[config.mk]
export PLATFORM = sky130hd
export DESIGN_NAME = tdm_demux4
export DESIGN_NICKNAME = d
export VERILOG_FILES = /design/src/rtl/tdm_pkg.sv /design/src/rtl/tdm_slot_ctr.sv /design/src/rtl/tdm_demux4.sv
export SDC_FILE = /design/constraint.sdc
export NUM_CORES = 1
export LEC_CHECK = 0
export CORE_AREA = 2 2 39 41
export DETAILED_ROUTE_END_ITERATION = 10
export DIE_AREA = 0 0 41 43
export GPL_ROUTABILITY_DRIVEN = 0
export MAX_ROUTING_LAYER = met4
export PLACE_DENSITY = 0.67
export SYNTH_ARGS = -nofsm -noshare
export SYNTH_HDL_FRONTEND = slang
export SYNTH_SLANG_ARGS = --single-unit
[constraint.sdc]
create_clock -name CLK -period 1.3 [get_ports CLK]
set_input_delay 0.325 -clock CLK [delete_from_list [all_inputs] [get_ports CLK]]
set_output_delay 0.325 -clock CLK [all_outputs]
set_load 0.02 [all_outputs]
[src/rtl/tdm_pkg.sv]
// Shared types and constants for the 4-slot TDM demultiplexer.
package tdm_pkg;

   localparam int NUM_SLOTS = 4;

   typedef logic [1:0] slot_t;

   localparam slot_t LAST_SLOT = slot_t'(NUM_SLOTS - 1);

   typedef enum logic {
      HUNT = 1'b0,
      RUN  = 1'b1
   } state_t;

endpackage

[src/rtl/tdm_slot_ctr.sv]
// 2-bit slot counter: steps on enable, realigns to slot 1 on load, flags slot 3.
module tdm_slot_ctr
   import tdm_pkg::*;
(
   input  logic  clk_i,
   input  logic  rst_n_i,
   input  logic  en_i,
   input  logic  load1_i,
   output slot_t cnt_o,
   output logic  wrap_o
);

   slot_t cnt_q;
   slot_t cnt_d;

   // Load-to-1 wins over stepping: a sync beat is always slot 0, so the next beat is slot 1.
   always_comb begin
      cnt_d = cnt_q;
      if (load1_i) begin
         cnt_d = slot_t'(1);
      end else if (en_i) begin
         cnt_d = cnt_q + slot_t'(1);
      end
   end

   // Counter register.
   always_ff @(posedge clk_i or negedge rst_n_i) begin
      if (!rst_n_i) begin
         cnt_q <= '0;
      end else begin
         cnt_q <= cnt_d;
      end
   end

   assign cnt_o  = cnt_q;
   assign wrap_o = (cnt_q == LAST_SLOT);

endmodule

[src/rtl/tdm_demux4.sv]
// Registered 1-to-4 TDM demultiplexer with frame-sync alignment.
//
// state | meaning
// ------+-----------------------------------------------------------
// HUNT  | unaligned; beats without Sync are dropped, Sel held at 0
// RUN   | aligned; beats fill slots in order, frame published on slot 3
module tdm_demux4
   import tdm_pkg::*;
#(
   parameter int WIDTH = 1
) (
   input  logic             CLK,
   input  logic             RST_N,
   input  logic [WIDTH-1:0] Din,
   input  logic             Valid_in,
   input  logic             Sync,
   output logic [WIDTH-1:0] Q0,
   output logic [WIDTH-1:0] Q1,
   output logic [WIDTH-1:0] Q2,
   output logic [WIDTH-1:0] Q3,
   output logic             Frame_valid,
   output logic [1:0]       Sel,
   output logic             Sync_err
);

   state_t state_q;
   state_t state_d;

   slot_t sel;
   logic  wrap;
   logic  running;
   logic  sync_beat;
   logic  ctr_en;

   // Slot 3 is never shadowed: it goes straight from Din into Q3.
   logic [WIDTH-1:0] shadow_q [NUM_SLOTS-1];
   logic             shadow_we;
   slot_t            shadow_idx;

   logic [WIDTH-1:0] q_q [NUM_SLOTS];
   logic             frame_done;
   logic             frame_valid_q;
   logic             frame_valid_d;
   logic             sync_err_q;
   logic             sync_err_d;

   assign running   = (state_q == RUN);
   assign sync_beat = Valid_in & Sync;
   assign ctr_en    = Valid_in & running;

   tdm_slot_ctr u_slot_ctr (
      .clk_i   (CLK),
      .rst_n_i (RST_N),
      .en_i    (ctr_en),
      .load1_i (sync_beat),
      .cnt_o   (sel),
      .wrap_o  (wrap)
   );

   // State register.
   always_ff @(posedge CLK or negedge RST_N) begin
      if (!RST_N) begin
         state_q <= HUNT;
      end else begin
         state_q <= state_d;
      end
   end

   // Next state: only a sync beat leaves HUNT; realignment never returns to HUNT.
   always_comb begin
      state_d = state_q;
      unique case (state_q)
         HUNT:    if (sync_beat) state_d = RUN;
         RUN:     state_d = RUN;
         default: state_d = HUNT;
      endcase
   end

   // Output decode: frame completion, mid-frame sync error and shadow write steering.
   always_comb begin
      frame_done    = 1'b0;
      sync_err_d    = 1'b0;
      shadow_we     = 1'b0;
      shadow_idx    = sel;
      if (sync_beat) begin
         shadow_we  = 1'b1;
         shadow_idx = '0;
         sync_err_d = running & (sel != '0);
      end else if (ctr_en) begin
         frame_done = wrap;
         shadow_we  = ~wrap;
      end
      frame_valid_d = frame_done;
   end

   // Shadow slots collect the partial frame.
   always_ff @(posedge CLK or negedge RST_N) begin
      if (!RST_N) begin
         for (int i = 0; i < NUM_SLOTS - 1; i++) shadow_q[i] <= '0;
      end else begin
         for (int i = 0; i < NUM_SLOTS - 1; i++) begin
            if (shadow_we && (shadow_idx == slot_t'(i))) shadow_q[i] <= Din;
         end
      end
   end

   // Output frame loads all four slots on one edge so Q never mixes frames.
   always_ff @(posedge CLK or negedge RST_N) begin
      if (!RST_N) begin
         for (int i = 0; i < NUM_SLOTS; i++) q_q[i] <= '0;
      end else if (frame_done) begin
         for (int i = 0; i < NUM_SLOTS - 1; i++) q_q[i] <= shadow_q[i];
         q_q[NUM_SLOTS-1] <= Din;
      end
   end

   // Status pulses, one cycle each.
   always_ff @(posedge CLK or negedge RST_N) begin
      if (!RST_N) begin
         frame_valid_q <= 1'b0;
         sync_err_q    <= 1'b0;
      end else begin
         frame_valid_q <= frame_valid_d;
         sync_err_q    <= sync_err_d;
      end
   end

   assign Q0          = q_q[0];
   assign Q1          = q_q[1];
   assign Q2          = q_q[2];
   assign Q3          = q_q[3];
   assign Frame_valid = frame_valid_q;
   assign Sync_err    = sync_err_q;
   assign Sel         = sel;

endmodule

==> results.sh, run 1 <==
export IMPL_status="complete, but fails checks"
export IMPL_violations="negative setup slack"
export IMPL_post_route_util=0.567
export IMPL_die_w_um=41
export IMPL_cts_tree="built"
export IMPL_filler_cell_count=129
export IMPL_worstMarginPinSlew_ns=0.251
export IMPL_cp_max_fo=4
export IMPL_setup_viol=4
export IMPL_grt_first_pass_wirelength_um=1700
export IMPL_fin_worst_skew_ns=0.000890
export IMPL_yosysTopAreaCell="dfrtp_1"
export IMPL_synth_cell_types=16
export IMPL_rows=14
export IMPL_synth_common_cells="12 x dfrtp_1, 4 x mux2_2, 3 x inv_1, 3 x mux2_1"
export IMPL_crit_arrival_ns=1.53
export IMPL_ys_warn_count=0
export IMPL_endpoint_kind="flop"
export IMPL_port_buffer_count=12
export IMPL_drt_pre_antenna_iters=4
export IMPL_root_buffer="clkbuf_4"
export IMPL_synthMostInstantiatedCell="dfrtp_1"
export IMPL_die_area_um2=1760
export IMPL_grt_overflow_total=0
export IMPL_finalHoldViolCount=0
export IMPL_synth_seq_cells=12
export IMPL_antenna_cells=0
export IMPL_place_ws_ns=-0.347
export IMPL_cts_buffers=3
export IMPL_ioPinCount=13
export IMPL_grt_max_degree=9
export IMPL_syn_inst=37
export IMPL_drc=0
export IMPL_clk_latency_ns=0.27
export IMPL_worstPathRequired_ns=1.46
export IMPL_drive_above_1_share=0.484
export IMPL_hold_buffers=0
export IMPL_viasPerCell=5.10
export IMPL_wire_per_inst_um=12.9
export IMPL_max_freq_ghz=0.731
export IMPL_netlist_area_um2=505
export IMPL_synth_fp_nets=44
export IMPL_synth_top_area_share=0.594
export IMPL_drv_cap=0
export IMPL_vias=398
export IMPL_clock_sinks=12
export IMPL_drtIter0Drc=3
export IMPL_period_share=1.05
export IMPL_ff_latch_area_um2=303
export IMPL_start_util=0.365
export IMPL_max_slew_margin_rel=0.831
export IMPL_synthArstFlopShare=1.00
export IMPL_irDropWorstVdd_uv=797
export IMPL_report_final_slew_viol_count=0
export IMPL_fin_nets=70
export IMPL_wl_um=1010
export IMPL_leakagePower_nw=0.415
export IMPL_powerDensity_nw_per_um2=1680
export IMPL_track_usage=0.154
export IMPL_htree_levels=1
export IMPL_antenna_found_initial=0
export IMPL_critPathKind="flop to flop"
export IMPL_grt_pass1_vias=383
export IMPL_cts_clk_slew_worst_paths_ns=0.08
export IMPL_coreArea_um2=1380
export IMPL_final_antenna_net_count=0
export IMPL_hold_path_class="input pin to async pin"
export IMPL_yosysSeqAreaShare=0.594
export IMPL_area_growth_pct=55.2
export IMPL_fin_ws_ns=-0.0675
export IMPL_multi_input_area_um2=241
export IMPL_synth_area_top_cells="dfrtp_1 59%, mux2_2 8.9%, mux2_1 6.7%"
export IMPL_synth_edf_count=0
export IMPL_critPathLaunchType="flop"
export IMPL_avgSynthCellArea_um2=13.7
export IMPL_rsz0062_at_grt="true"
export IMPL_die_y_um=43
export IMPL_synthFlopType="dfrtp_1"
export IMPL_clock_path_buffers=2
export IMPL_period_needed_ns=1.37
==> logic make-up after synthesis <==
logic type | share of synthesized area
buffers and inverters | 0.0223
adders and majority gates | 0.0495
and+or+nand+nor | 0.104
AOI/OAI and AO/OA | 0.0544
muxes | 0.176
DFF | 0.594
==> where the power goes <==
| part | switching [W] | total [W] | internal [W] |
|---|---|---|---|
| Clock | 0.000126 | 0.000296 | 0.000170 |
| Combinational | 0.000213 | 0.000468 | 0.000255 |
| Sequential | 0.0000674 | 0.000550 | 0.000483 |
==> layout make-up <==
| class | instances | area share |
|---|---|---|
| timing repair buffer | 21 | 0.220 |
| multi-input combinational | 22 | 0.308 |
| inverter | 3 | 0.0144 |
| tap | 16 | 0.0255 |
| clock buffer | 4 | 0.0463 |
| sequential | 12 | 0.386 |
==> worst max-delay path, cell delays in order, from the launching register on <==
cell,delay (ns)
dfrtp_2,0.45
buf_4,0.16
buf_4,0.13
nor2_1,0.09
nand3_1,0.11
mux2_4,0.31
==> final timing paths <==
path / start / end / slack [ns] / depth (start not counted)
setup / recovery: u_slot_ctr.cnt_o[1] / shadow_q[1] / -0.07 / 5
hold / removal: RST_N / Sync_err / 0.27 / 1
setup reg to reg: u_slot_ctr.cnt_o[1] / shadow_q[1] / -0.07 / 5
hold reg to reg: shadow_q[0] / shadow_q[0] / 0.50 / 1
max in group asynchronous: RST_N / Q2 / 0.65 / 2
min in group CLK: Valid_in / running / 0.40 / 3
==> layer usage <==
metal / share of wire / GRT usage
met3: 0.071 / 0.0471
met5: 0 / -
met2: 0.48 / 0.213
met1: 0.42 / 0.186
met4: 0.021 / 0.100
==> flip-flops by register name, indices dropped and copies added, names as in the netlist <==
register / flops
Q1: 1
Frame_valid: 1
running: 1
shadow_q: 3
Sync_err: 1
Q3: 1
Q0: 1
Q2: 1
u_slot_ctr.cnt_o: 2
==> cell usage in the layout, fill, tap and decap left out, types with 3 or more instances in the layout <==
cell and instances:
mux2_4 5, buf_4 9, inv_1 3, clkbuf_4 3, dfrtp_1 10, clkdlybuf4s15_1 4, clkbuf_2 3
==> repair_timing <==
item	CTS	global route
setup endpoints to repair	14	14
buffers inserted	1	0
gates resized for setup	22	8
pin swaps	2	2
==> per-stage QoR <==
step                      cell area, um2  hold WS, ns  power (W)  TNS (ns)  instances
after floorplan                      527       0.0294   0.000777   -0.0701         37
after global placement               727        0.484    0.00101     -2.43         73
after detailed placement             727        0.482    0.00102     -2.59         73
after CTS                            787        0.271    0.00135    -0.168         78
after global routing                 785        0.270    0.00140    -0.357         78
final                                785        0.273    0.00131    -0.199         78
Power figures use the tool's default switching activity.
==> run 2, diff against run 1 <==
--- a/config.mk
+++ b/config.mk
@@ -5,12 +5,12 @@
 export SDC_FILE = /design/constraint.sdc
 export NUM_CORES = 1
 export LEC_CHECK = 0
-export CORE_AREA = 2 2 39 41
+export ABC_AREA = 1
+export CORE_UTILIZATION = 41
 export DETAILED_ROUTE_END_ITERATION = 10
-export DIE_AREA = 0 0 41 43
 export GPL_ROUTABILITY_DRIVEN = 0
 export MAX_ROUTING_LAYER = met4
-export PLACE_DENSITY = 0.67
+export PLACE_DENSITY = 0.7
 export SYNTH_ARGS = -nofsm -noshare
 export SYNTH_HDL_FRONTEND = slang
 export SYNTH_SLANG_ARGS = --single-unit
==> run 2 against run 1 <==
Net effect:
- critical endpoint is now Q2
- critical path type is now flop to primary output
- cell count rose by 27%
- largest power group unchanged
- global-route usage rose by 4.2 points
- die area fell by 15%
- the flow now finishes without violations
==> results.sh, run 2 <==
export IMPL_critPathBufInv=1
export IMPL_endpoint_kind="primary output"
export IMPL_final_antenna_net_count=0
export IMPL_start_util=0.466
export IMPL_synth_edf_count=0
export IMPL_leakagePower_nw=0.404
export IMPL_use_met1=0.242
export IMPL_grt_max_degree=13
export IMPL_coreArea_um2=1190
export IMPL_critPathKind="flop to primary output"
export IMPL_place_ws_ns=-0.156
export IMPL_worstPathRequired_ns=0.98
export IMPL_grt_first_pass_wirelength_um=1870
export IMPL_worst_r2r_cell_count=6
export IMPL_vias=473
export IMPL_r2r_slack_ns=0.09
export IMPL_die_y_um=38.7
export IMPL_ioPinCount=13
export IMPL_synth_compound_area_share=0.0317
export IMPL_synthXorXnorAreaFrac=0
export IMPL_cp_slowest_cell="dfrtp_1"
export IMPL_crit_family="flip-flops"
export IMPL_final_common_cell="nand2_1"
export IMPL_synthArstFlopShare=1.00
export IMPL_drt_pre_antenna_iters=4
export IMPL_avgSynthCellArea_um2=8.78
export IMPL_synthMuxAreaShare=0
export IMPL_synth_top_family_by_area="simple AND/OR/NAND/NOR gates"
export IMPL_powerDensity_nw_per_um2=1540
export IMPL_yosysTopAreaCell="dfrtp_1"
export IMPL_fin_worst_skew_ns=0.00729
export IMPL_dpl_cell_count=96
export IMPL_max_freq_ghz=0.788
export IMPL_critPathLaunchType="flop"
export IMPL_status="finished, final reports clean"
export IMPL_drv_cap=0
export IMPL_cp_max_fo=2
export IMPL_period_needed_ns=1.27
export IMPL_rsz0062_at_grt="false"
export IMPL_layoutNonFillerInstCount=99
export IMPL_fin_ws_ns=0.0309
export IMPL_antenna_cells=0
export IMPL_root_buffer="clkbuf_4"
export IMPL_final_area_um2=767
export IMPL_top_register="shadow_q"
export IMPL_grt_overflow_total=0
export IMPL_cts_clk_slew_worst_paths_ns=0.08
export IMPL_r2r_start="u_slot_ctr.cnt_o[0]"
export IMPL_viasPerCell=4.78
export IMPL_rows=12
export IMPL_syn_inst=63
export IMPL_hold_path_class="input pin to async pin"
export IMPL_cts_buffers=3
export IMPL_clk_latency_ns=0.27
export IMPL_port_buffer_count=12
export IMPL_synth_area_top_cells="dfrtp_1 54%, nand2_1 14%, nand3_1 7.2%"
export IMPL_crit_arrival_ns=0.94
export IMPL_wl_um=1100
export IMPL_hold_buffers=0
export IMPL_irDropWorstVdd_uv=686
export IMPL_report_final_slew_viol_count=0
export IMPL_die_w_um=38.7
export IMPL_synth_adder_area_share=0.0452
export IMPL_ys_warn_count=0
export IMPL_finalHoldViolCount=0
export IMPL_wire_per_inst_um=11.1
export IMPL_drtIter0Drc=9
export IMPL_synth_top_area_share=0.543
export IMPL_track_usage=0.195
export IMPL_top_usage_layer="met2"
export IMPL_setup_viol=0
export IMPL_path_cells="clkdlybuf4s15_1"
export IMPL_htree_levels=1
export IMPL_synth_fp_nets=70
export IMPL_dpl_instance_area_um2=743
export IMPL_drc=0
export IMPL_drive_above_1_share=0.247
export IMPL_netlist_area_um2=553
export IMPL_area_growth_pct=38.7
export IMPL_met2_usage=0.304
export IMPL_max_slew_margin_rel=0.864
export IMPL_clock_sinks=12
export IMPL_synth_cell_types=14
export IMPL_die_area_um2=1500
export IMPL_cts_tree="built"
export IMPL_yosysSeqAreaShare=0.543
export IMPL_synth_simple_area_share=0.321
export IMPL_fin_nets=94
export IMPL_most_common_layout_cells="21 x nand2_1, 12 x dfrtp_1, 8 x nand3_1, 7 x buf_4, 5 x inv_1"
export IMPL_met3_usage=0.0347
export IMPL_worstMarginPinSlew_ns=0.204
export IMPL_synth_common_cells="21 x nand2_1, 12 x dfrtp_1, 8 x nand3_1"
export IMPL_cpPeakStageDelay_ns=0.39
export IMPL_clock_path_buffers=2
export IMPL_synthMostInstantiatedCell="nand2_1"
export IMPL_largest_reg_flops=3
export IMPL_period_share=0.976
export IMPL_grt_pass1_vias=453
export IMPL_antenna_found_initial=0
export IMPL_dp_hpwl_um=821
export IMPL_r2r_end="u_slot_ctr.cnt_o[1]"
export IMPL_synthFlopType="dfrtp_1"
export IMPL_synth_seq_cells=12
## run 2: kinds of logic (layout without fill, tap and decap cells)
kind of cell / after synthesis / in the layout
and+or+nand+nor: 38 / 38
buffers and inverters: 8 / 30
adders and majority gates: 2 / 2
AOI/OAI and AO/OA: 3 / 3
DFF: 12 / 12
## run 2: final cells by class
cell class              instances  area (um2)
fillers                       100         419
flip-flops and latches         12         300
multi-input cells              43         238
repair buffers                 19         156
inverters                       8        32.5
clock buffers                   3        22.5
well taps                      14        17.5
## run 2: routing by layer
metal	wire, um	vias up
met5	0	-
met4	29	0
met3	46	5
met2	530	17
met1	494	207
li1	-	244
## run 2: where the power goes
part / total, W / leakage, nW / switching, W / internal, W
sequential: 0.000524 / 0.148 / 0.0000494 / 0.000474
combinational: 0.000422 / 0.242 / 0.000243 / 0.000179
clock: 0.000232 / 0.0138 / 0.000125 / 0.000107
total: 0.00118 / 0.404 / 0.000417 / 0.000761
## run 2: what timing repair did
| item | in CTS | in global routing |
|---|---|---|
| gates resized for setup | 12 | 10 |
| buffers inserted | 0 | 0 |
| setup endpoints to repair | 8 | 12 |
| gates cloned | 0 | 0 |
## run 2: through the flow
stage	utilization	TNS (ns)	hold slack, ns	power, W
floorplan	-	0	0.0294	0.000766
global placement	0.627	-0.706	0.463	0.000980
detailed placement	0.627	-0.944	0.466	0.000992
CTS	0.641	0	0.356	0.00118
global route	0.647	0	0.375	0.00126
finish	0.647	0	0.352	0.00118
## run 2: how the worst max path moves through the flow
stage	slack, ns	endpoint	depth (start not counted)	start
6_report	0.03	Q2	1	Q2
3_5_place_dp	-0.16	Q1	7	Valid_in
2_1_floorplan	0.06	shadow_q[2]	6	u_slot_ctr.cnt_o[1]
5_1_grt	0.002	u_slot_ctr.cnt_o[1]	6	u_slot_ctr.cnt_o[0]
3_3_place_gp	-0.11	Q1	7	Valid_in
4_1_cts	0.004	Sel[0]	1	u_slot_ctr.cnt_o[0]
